$ cat config.mk
export PLATFORM = sky130hd
export DESIGN_NAME = serial_shift_port
export DESIGN_NICKNAME = d
export VERILOG_FILES = /design/src/rtl/serial_shift_port.sv
export SDC_FILE = /design/constraint.sdc
export NUM_CORES = 1
export LEC_CHECK = 0
export ABC_AREA = 1
export BUFFER_PORTS_ARGS = -buffer_cell sky130_fd_sc_hd__buf_2
export CAP_MARGIN = 30
export CORE_MARGIN = 1.5
export CORE_UTILIZATION = 55
export DETAILED_ROUTE_END_ITERATION = 10
export HOLD_SLACK_MARGIN = 0.15
export PLACE_DENSITY = 0.79
export SYNTH_ARGS = -nofsm -noshare
export SYNTH_HDL_FRONTEND = slang
export SYNTH_SLANG_ARGS = --single-unit
export TNS_END_PERCENT = 5
$ cat constraint.sdc
create_clock -name clk -period 3.18 [get_ports clk]
set_input_delay 0.636 -clock clk [delete_from_list [all_inputs] [get_ports clk]]
set_output_delay 0.636 -clock clk [all_outputs]
set_load 0.02 [all_outputs]
$ cat src/rtl/serial_shift_port.sv
// Memory-mapped serial shift port: DATA and CTRL/STATUS registers in a small
// address window, with a full-duplex MSB-first mode-0 shifter behind them.
module serial_shift_port #(
  parameter int              ADDR_W = 14,
  parameter logic [ADDR_W-1:0] BASE = 14'h1000,
  parameter int              DATA_W = 8,
  parameter int              DIV    = 4,
  parameter int              CNT_W  = 4
) (
  input  logic              clk,
  input  logic              rst,
  input  logic [ADDR_W-1:0] ba,
  input  logic              br_w,
  input  logic              sser_n,
  input  logic              bus_stb,
  input  logic [DATA_W-1:0] bd_in,
  output logic [DATA_W-1:0] bd_out,
  output logic              bd_oe,
  output logic              sclk,
  output logic              sdo,
  input  logic              sdi,
  output logic              cs_n
);
  localparam int DIV_W = (DIV > 1) ? $clog2(DIV) : 1;

  typedef enum logic [1:0] {IDLE, LOW, HIGH} state_t;

  state_t            state, state_nx;
  logic [DIV_W-1:0]  div_cnt;
  logic [CNT_W-1:0]  bit_cnt;
  logic [DATA_W-1:0] tx, rx;
  logic              busy, done, ovr, cs;

  logic hit, data_sel, ctrl_sel, wr_data, wr_ctrl, rd_data;
  logic phase_end, last_bit, fin;

  assign hit      = ~sser_n & (ba[ADDR_W-1:4] == BASE[ADDR_W-1:4]) & (ba[3:1] == 3'd0);
  assign data_sel = hit & ~ba[0];
  assign ctrl_sel = hit & ba[0];
  assign wr_data  = data_sel & ~br_w & bus_stb;
  assign wr_ctrl  = ctrl_sel & ~br_w & bus_stb;
  assign rd_data  = data_sel & br_w & bus_stb;

  assign phase_end = (div_cnt == DIV_W'(DIV - 1));
  assign last_bit  = (bit_cnt == CNT_W'(1));
  assign fin       = (state == HIGH) & phase_end & last_bit;

  // tx only shifts between bits, so its MSB is also the held idle value
  assign sdo = tx[DATA_W-1];

  always_ff @(posedge clk) begin
    if (rst) state <= IDLE;
    else     state <= state_nx;
  end

  always_comb begin
    state_nx = state;
    case (state)
      IDLE:    if (wr_data)   state_nx = LOW;
      LOW:     if (phase_end) state_nx = HIGH;
      HIGH:    if (phase_end) state_nx = last_bit ? IDLE : LOW;
      default: state_nx = IDLE;
    endcase
  end

  always_comb begin
    sclk   = (state == HIGH);
    bd_oe  = hit & br_w;
    bd_out = '0;
    if (bd_oe) begin
      if (ba[0]) bd_out[3:0] = {cs, ovr, done, busy};
      else       bd_out      = rx;
    end
  end

  always_ff @(posedge clk) begin
    if (rst) begin
      div_cnt <= '0;
      bit_cnt <= '0;
      tx      <= '0;
      rx      <= '0;
      busy    <= 1'b0;
      done    <= 1'b0;
      ovr     <= 1'b0;
      cs      <= 1'b0;
      cs_n    <= 1'b1;
    end else begin
      if (state == IDLE || phase_end) div_cnt <= '0;
      else                            div_cnt <= div_cnt + 1'b1;

      if (state == IDLE && wr_data) begin
        tx      <= bd_in;
        bit_cnt <= CNT_W'(DATA_W);
        busy    <= 1'b1;
      end else if (state == HIGH && phase_end) begin
        bit_cnt <= bit_cnt - 1'b1;
        if (last_bit) busy <= 1'b0;
        else          tx   <= {tx[DATA_W-2:0], 1'b0};
      end

      if (state == LOW && phase_end) rx <= {rx[DATA_W-2:0], sdi};

      // completion set beats both clearing paths
      if (fin)                            done <= 1'b1;
      else if (state == IDLE && wr_data)  done <= 1'b0;
      else if (rd_data)                   done <= 1'b0;

      if (wr_data && busy)            ovr <= 1'b1;
      else if (wr_ctrl && bd_in[2])   ovr <= 1'b0;

      if (wr_ctrl && !busy) begin
        cs   <= bd_in[3];
        cs_n <= ~bd_in[3];
      end
    end
  end
endmodule

---- Word-level counts from Yosys, hierarchy flattened ----
Index checks and enable logic that the tools add are counted.
storage, ports and cells
  register bits ........................... 29
  output and inout bits ................... 12
  logic and storage cells ................. 79
cells by class
  add/subtract/negate cells ............... 2
  equality and inequality tests ........... 9
  muxes and demuxes ....................... 21
  bitwise gates (word level) .............. 17
  reduce and logical (&&, ||, !) cells .... 19
operator list
  kind                                                                      number
  8-bit 2-to-1 mux                                                          4
  4-bit 2-to-1 mux                                                          4
  1-bit AND                                                                 13
  10-bit by 9-bit equality test with 1-bit output (second input constant)   1
  1-bit 2-to-1 mux                                                          9
  1-bit logical AND                                                         6
  2-bit 2-to-1 mux                                                          3
  2-bit case mux with 3 select lines                                        1
  2-bit nonzero test                                                        3
  2-bit equality test (second input constant)                               2
  4-bit by 1-bit equality test with 1-bit output (second input constant)    1
  2-bit by 1-bit inequality test with 1-bit output (second input constant)  2
  2-bit inequality test (second input constant)                             2
  1-bit inverter                                                            4
  2-bit AND reduction                                                       2
  2-bit OR reduction                                                        2
  4-bit by 1-bit subtractor with 4-bit output (second input constant)       1
  3-bit zero test                                                           1
  3-bit AND reduction                                                       1
  3-bit nonzero test                                                        1
  2-bit by 1-bit adder with 2-bit output (second input constant)            1
  2-bit by 1-bit equality test with 1-bit output (second input constant)    1
  2-bit zero test                                                           1
  1-bit zero test                                                           1
  1-bit logical OR                                                          1

---- Depth between registers and ports, before layout ----
Gate-level depths: netlist of the first run.
  depth after elaboration ................. 9
  gate-level depth with buffers ........... 10

---- Worst setup path after synthesis of the first run ----
Ideal clock, no wire load.
  kind .................................... input -> output
  start ................................... input ba[5]
  end ..................................... output bd_out[4]
  arrival ................................. 1747 ps
  data required time ...................... 2544 ps
  setup slack ............................. 797 ps
  stages .................................. 7
  path through ............................ nor2_1 nand2_1 nor2_2 nand2_1 nor2_2 nand2_1 nor2_1
between the ends
  longest elaborated chain between the ends .. 5
ends and longest elaborated chain
  what                                             RTL line  text
  from (decl)                                      12        input logic [ADDR_W-1:0] ba,
  10-bit by 9-bit equality test with 1-bit output  37        assign hit = ~sser_n & (ba[ADDR_W-1:4] == BASE[ADDR_W-1:4]) & (ba[3:1] == 3'd0);
  1-bit AND (2 in series)                          37
  1-bit AND                                        68        bd_oe = hit & br_w;
  via bd_oe                                        18        output logic bd_oe,
  8-bit 2-to-1 mux                                 70        if (bd_oe) begin
  to (decl)                                        17        output logic [DATA_W-1:0] bd_out,
The timed path passes the listed nets, and every way through them passes these cells.

---- Final worst setup path of the first run ----
  start ................................... input ba[1]
  end ..................................... output bd_out[6]
between the ends
  longest elaborated chain between the ends .. 4
ends and longest elaborated chain
  what              RTL line
  3-bit zero test   37
  1-bit AND         37
  1-bit AND         68
  8-bit 2-to-1 mux  70
No other way between the ends.

==> flow_metrics.env, run 1 <==
export IMPL_grt_overflow=0
export IMPL_power_leakage_nw=0.755
export IMPL_min_period_over_period_pct=75.5
export IMPL_first_pass_iters=4
export IMPL_switchingPower_mw=0.143
export IMPL_cts_resized=0
export IMPL_die_h_um=54.5
export IMPL_drive_gt1_share_pct=26.3
export IMPL_crit_path_max_fanout=4
export IMPL_final_hold_viol_count=0
export IMPL_setup_viol=0
export IMPL_hold_class="reg2reg"
export IMPL_place_port_buffers=39
export IMPL_cts_root_buf="clkbuf_4"
export IMPL_critPathCaptureType="primary output"
export IMPL_fmax_mhz=416
export IMPL_switching_share_pct=23.6
export IMPL_postSynthCellCount=207
export IMPL_crit_path_top_delay_cell="nor2_2"
export IMPL_core_area_sq_mm=0.00250
export IMPL_seq_area_frac_synth_pct=39.8
export IMPL_max_slew_margin_rel_pct=71.2
export IMPL_fin_skew_ns=0.0104
export IMPL_io_pins=40
export IMPL_post_cts_buffers=0
export IMPL_max_vdd_ir_drop_mv=0.316
export IMPL_vias=1359
export IMPL_cap_violations=0
export IMPL_via_per_inst=4.91
export IMPL_grt_use_total_pct=22.4
export IMPL_synth_area_leader_cell="dfxtp_1"
export IMPL_numCtsBuffers=5
export IMPL_setup_tns_ns=0
export IMPL_worstSetupPathType="in2out"
export IMPL_placementRows=18
export IMPL_wirelength_um=2860
export IMPL_syn_cell_area_sq_mm=0.00146
export IMPL_startpoint_type="primary input"
export IMPL_p_per_area_mw_per_mm2=355
export IMPL_rsz0062_at_grt="false"
export IMPL_grt_max_degree=27
export IMPL_critPathMaxStageDelay_ns=0.17
export IMPL_yosysTopAreaCellShare_pct=39.8
export IMPL_r2r_slack_ns=1.65
export IMPL_yosysUniqueCellTypes=24
export IMPL_dpl_hpwl_um=2140
export IMPL_fin_cells=277
export IMPL_dpl_cell_count=269
export IMPL_synth_area_leaders="dfxtp_1 (40%), nand2_1 (11%), a21oi_1 (8.6%), inv_1 (6.7%), nor2_1 (6.4%)"
export IMPL_p_comb_share_pct=5.5
export IMPL_clk_pin_slew_worst_paths_ns=0.08
export IMPL_crit_top_cell="nand2_1"
export IMPL_cts_path_max_buffers=2
export IMPL_final_common_cell="nand2_1"
export IMPL_syn_to_final_growth_pct=16.7
export IMPL_grt_pass1_wl_um=4620
export IMPL_cts_tree="done"
export IMPL_synth_nets=238
export IMPL_die_w_um=54.5
export IMPL_antenna_found_initial=0
export IMPL_period_minus_slack_ns=2.40
export IMPL_final_net_count=277
export IMPL_worst_slew_pin_transition_ns=0.431
export IMPL_ys_seq_elements=29
export IMPL_h_tree_depth=2
export IMPL_numClockSinks=29
export IMPL_start_util_pct=58.3
export IMPL_diodes=0
export IMPL_die_area_sq_mm=0.00297
export IMPL_yosys_warnings=0
export IMPL_seqPwrFrac_pct=60.0
export IMPL_arrival_ns=1.77
export IMPL_grt_pass1_vias=1165
export IMPL_drt_initial_drc_count=30
export IMPL_ctsHoldBuffers=0
export IMPL_insertion_delay_ns=0.32
export IMPL_status="finished, final reports clean"
export IMPL_drv_slew=0
export IMPL_syn_avg_cell_area_sq_um=7.04
export IMPL_wl_per_cell_um=10.3
export IMPL_gp_congestion=0.764
export IMPL_postRouteAntennaNets=0
export IMPL_required_ns=2.54
export IMPL_intPower_mw=0.462
export IMPL_drc_errors=0
export IMPL_p_clk_share_pct=34.5
export IMPL_layout_common_cells="nand2_1 (42), buf_2 (39), dfxtp_1 (29)"
export IMPL_worstPathCellList="buf_2 -> nor2_1 -> nand2_1 -> nor2_2 -> nand2_1 -> nor2_2 -> nand2_1 -> nor2_1 -> buf_2"
==> flip-flops by register name, indices dropped and copies added, names as in the netlist <==
name,flops
cs,1
tx,8
busy,1
bit_cnt,4
cs_n,1
rx,8
state,2
done,1
div_cnt,2
ovr,1
==> power by group through the flow <==
stage | Clock, mW | Sequential (mW) | Combinational (mW)
after floorplan | 0 | 0.371 | 0.0159
after CTS | 0.216 | 0.363 | 0.0337
after global routing | 0.237 | 0.363 | 0.0384
after detailed placement | 0 | 0.371 | 0.0334
final | 0.208 | 0.363 | 0.0335
after global placement | 0 | 0.371 | 0.0333
==> Yosys cell counts, drive strengths merged <==
master,number
nand2,43
o21ai,15
ha,3
clkbuf,3
a21oi,29
nor2,33
buf,4
dfxtp,29
nand3,13
or2,2
a31oi,1
inv,29
nand4,3
==> through the flow <==
| step | setup slack (ns) | utilization [%] | hold slack, ns | cell area [sq um] | power (mW) |
|---|---|---|---|---|---|
| floorplan | 0.797 | - | 0.397 | 1460 | 0.387 |
| global placement | 0.827 | 66.0 | 0.412 | 1650 | 0.405 |
| detailed placement | 0.758 | 66.0 | 0.416 | 1650 | 0.405 |
| CTS | 0.761 | 68.1 | 0.428 | 1700 | 0.612 |
| global route | 0.579 | 68.1 | 0.440 | 1700 | 0.639 |
| finish | 0.778 | 68.1 | 0.421 | 1700 | 0.605 |
==> path summary, 6_finish.rpt <==
path,start,end,cells past startpoint
worst max-delay path,ba[1],bd_out[6],9
worst min-delay path,div_cnt[0],div_cnt[0],1
worst max register to register,bit_cnt[0],tx[0],9
worst min register to register,div_cnt[0],div_cnt[0],1
==> cell families (layout without fill, tap and decap cells) <==
family | Yosys count | in the layout | share of synthesized area (%)
flops | 29 | 29 | 39.8
fa+ha+maj | 3 | 3 | 2.58
compound gates | 45 | 45 | 16.6
simple gates | 94 | 94 | 30.8
buf+inv | 36 | 76 | 10.2
==> area by class of cell <==
cell class | instances | area [sq um]
clock inverter | 2 | 10.0
clock buffer | 6 | 41.3
fill | 230 | 798
sequential | 29 | 581
timing repair buffer | 39 | 195
multi-input combinational | 142 | 728
inverter | 29 | 109
tap | 30 | 37.5
==> critical path, delay by kind of cell <==
family | cells | cell delay (ns)
and+or+nand+nor | 7 | 0.86
buffers and inverters | 2 | 0.26
==> routing by layer <==
layer	GRT usage, %	share of wire, %	wire, um
met1	24.2	48	1360
met2	37.8	46	1300
met3	6.28	4.1	117
met4	15.0	2.8	80
met5	0	0	0
Power figures use the tool's default switching activity.
==> run 2, diff against run 1 <==
--- a/config.mk
+++ b/config.mk
@@ -9,10 +9,10 @@
 export BUFFER_PORTS_ARGS = -buffer_cell sky130_fd_sc_hd__buf_2
 export CAP_MARGIN = 30
 export CORE_MARGIN = 1.5
-export CORE_UTILIZATION = 55
+export CORE_UTILIZATION = 46
 export DETAILED_ROUTE_END_ITERATION = 10
 export HOLD_SLACK_MARGIN = 0.15
-export PLACE_DENSITY = 0.79
+export PLACE_DENSITY = 0.7
 export SYNTH_ARGS = -nofsm -noshare
 export SYNTH_HDL_FRONTEND = slang
 export SYNTH_SLANG_ARGS = --single-unit
==> constraint.sdc (replaced) <==
create_clock -name clk -period 2.1 [get_ports clk]
set_input_delay 0.42 -clock clk [delete_from_list [all_inputs] [get_ports clk]]
set_output_delay 0.42 -clock clk [all_outputs]
set_load 0.02 [all_outputs]
==> run 2 against run 1 <==
Net effect:
- clock skew down 0.0041 ns
- clock power grew to 2.8 times the previous value
- sequential cell count unchanged
- wire length grew 1.9%
- combinational power rose by 60%
- critical path depth is the same
- count of clock-buffer cells in the layout shrank 1
- first-iteration DRC count up 27%
- worst setup slack got worse by 0.59 ns
- global-route usage is 3.3 points lower
- register-to-register slack lost 1.0 ns
- largest power group is now clock
- highest routed layer unchanged
==> flow_metrics.env, run 2 (synthesis gave the netlist of run 1 again) <==
export IMPL_status="finished, final reports clean"
export IMPL_rsz0062_at_grt="false"
export IMPL_min_period_over_period_pct=90.9
export IMPL_holdWs_ns=0.361
export IMPL_diodes=0
export IMPL_final_common_cell="nand2_1"
export IMPL_wl_per_cell_um=9.97
export IMPL_critPathMaxStageDelay_ns=0.17
export IMPL_met2_wirelength_um=1260
export IMPL_cts_tree="done"
export IMPL_p_per_area_mw_per_mm2=662
export IMPL_numClockSinks=29
export IMPL_ctsHoldBuffers=0
export IMPL_setup_tns_ns=0
export IMPL_die_h_um=59.3
export IMPL_fillCellCount=303
export IMPL_fmax_mhz=524
export IMPL_first_pass_iters=5
export IMPL_drc_errors=0
export IMPL_placementRows=20
export IMPL_postRouteAntennaNets=0
export IMPL_critPathTopFamily="simple AND/OR/NAND/NOR gates"
export IMPL_grt_overflow=0
export IMPL_fin_cells=292
export IMPL_drt_initial_drc_count=38
export IMPL_final_hold_viol_count=0
export IMPL_drv_slew=0
export IMPL_cp_buffers_inverters=2
export IMPL_final_core_util_pct=58.9
export IMPL_numCtsBuffers=5
export IMPL_power_leakage_nw=0.783
export IMPL_die_area_sq_mm=0.00352
export IMPL_clk_pin_slew_worst_paths_ns=0.10
export IMPL_period_minus_slack_ns=1.91
export IMPL_drive_gt1_share_pct=27.0
export IMPL_cts_root_buf="clkbuf_4"
export IMPL_io_pins=40
export IMPL_hold_class="in2reg"
export IMPL_dpl_hpwl_um=2160
export IMPL_via_per_inst=4.64
export IMPL_h_tree_depth=2
export IMPL_crit_top_cell="nand2_1"
export IMPL_wl_met3_um=161
export IMPL_worstPathCellList="buf_2 -> nor2_1 -> nand2_1 -> nor2_2 -> nand2_1 -> nor2_4 -> nand2_1 -> nor2_1 -> buf_2"
export IMPL_startpoint_type="primary input"
export IMPL_gp_congestion=0.726
export IMPL_final_net_count=278
export IMPL_insertion_delay_ns=0.34
export IMPL_top_regs="rx (8), tx (8), bit_cnt (4)"
export IMPL_grt_use_total_pct=19.0
export IMPL_arrival_ns=1.49
export IMPL_max_slew_margin_rel_pct=70.3
export IMPL_cts_path_max_buffers=2
export IMPL_die_w_um=59.3
export IMPL_critPathCaptureType="primary output"
export IMPL_required_ns=1.68
export IMPL_setup_viol=0
export IMPL_worstSetupPathType="in2out"
export IMPL_grt_pass1_wl_um=4990
export IMPL_layout_common_cells="nand2_1 (42), buf_2 (39), dfxtp_1 (29)"
export IMPL_antenna_found_initial=0
export IMPL_grt_max_degree=27
export IMPL_vias=1356
export IMPL_cap_violations=0
export IMPL_wirelength_um=2910
export IMPL_max_vdd_ir_drop_mv=0.445
export IMPL_start_util_pct=48.1
export IMPL_place_port_buffers=39
export IMPL_core_area_sq_mm=0.00303
export IMPL_grt_pass1_vias=1219
export IMPL_syn_to_final_growth_pct=22.3
export IMPL_crit_path_top_delay_cell="nor2_2"
export IMPL_crit_path_max_fanout=4
export IMPL_wl_met1_um=1410
export IMPL_dpl_cell_count=284
export IMPL_fin_skew_ns=0.00627
export IMPL_worst_slew_pin_transition_ns=0.445
export IMPL_highest_layer="met4"
-- run 2: worst register-to-register path, cell delays in order (launching register included) --
cell and delay [ns]:
dfxtp_1 0.43, ha_1 0.17, nand2_1 0.05, nor2_1 0.22, nor2_4 0.10, inv_2 0.13
nand2_1 0.08, inv_2 0.08, nand2_1 0.05, a21oi_1 0.10
-- run 2: timing repair --
item | in CTS | in global routing
gates resized for setup | 0 | 1
setup buffers | 0 | 0
setup endpoints to repair | 0 | 4
-- run 2: through the flow --
step	setup slack, ns	cell area (sq um)	power (mW)
2_1_floorplan	0.149	1460	0.586
3_3_place_gp	0.146	1680	0.615
3_5_place_dp	0.153	1680	0.616
4_1_cts	0.146	1780	1.19
5_1_grt	0.00229	1780	1.21
6_report	0.192	1780	1.18
-- run 2: cell type report --
cell class | count | area (sq um) | area share, %
multi-input cells | 142 | 733 | 41.1
flip-flops and latches | 29 | 581 | 32.6
repair buffers | 40 | 203 | 11.4
inverters | 29 | 109 | 6.11
clock inverters | 3 | 65.1 | 3.65
well taps | 44 | 55.1 | 3.09
clock buffers | 5 | 37.5 | 2.11
-- run 2: where the power goes --
group          total [mW]  internal (mW)  switching (mW)  leakage [nW]
sequential          0.549          0.549      0.00000237         0.233
combinational      0.0537         0.0241          0.0296         0.495
clock               0.578          0.368           0.209        0.0552
-- run 2: worst paths after layout --
path | from | end | slack, ns | depth (start not counted)
hold / removal | bd_in[0] | tx[0] | 0.36 | 3
setup / recovery | ba[5] | bd_out[7] | 0.19 | 9
hold reg to reg | div_cnt[0] | div_cnt[0] | 0.42 | 1
setup reg to reg | bit_cnt[0] | tx[0] | 0.63 | 9
-- run 2: metal layers --
metal | GRT usage (%) | vias to the layer above
met5 | 0 | -
met4 | 10.7 | 0
met3 | 4.80 | 7
met2 | 30.8 | 33
met1 | 22.9 | 579
li1 | - | 737
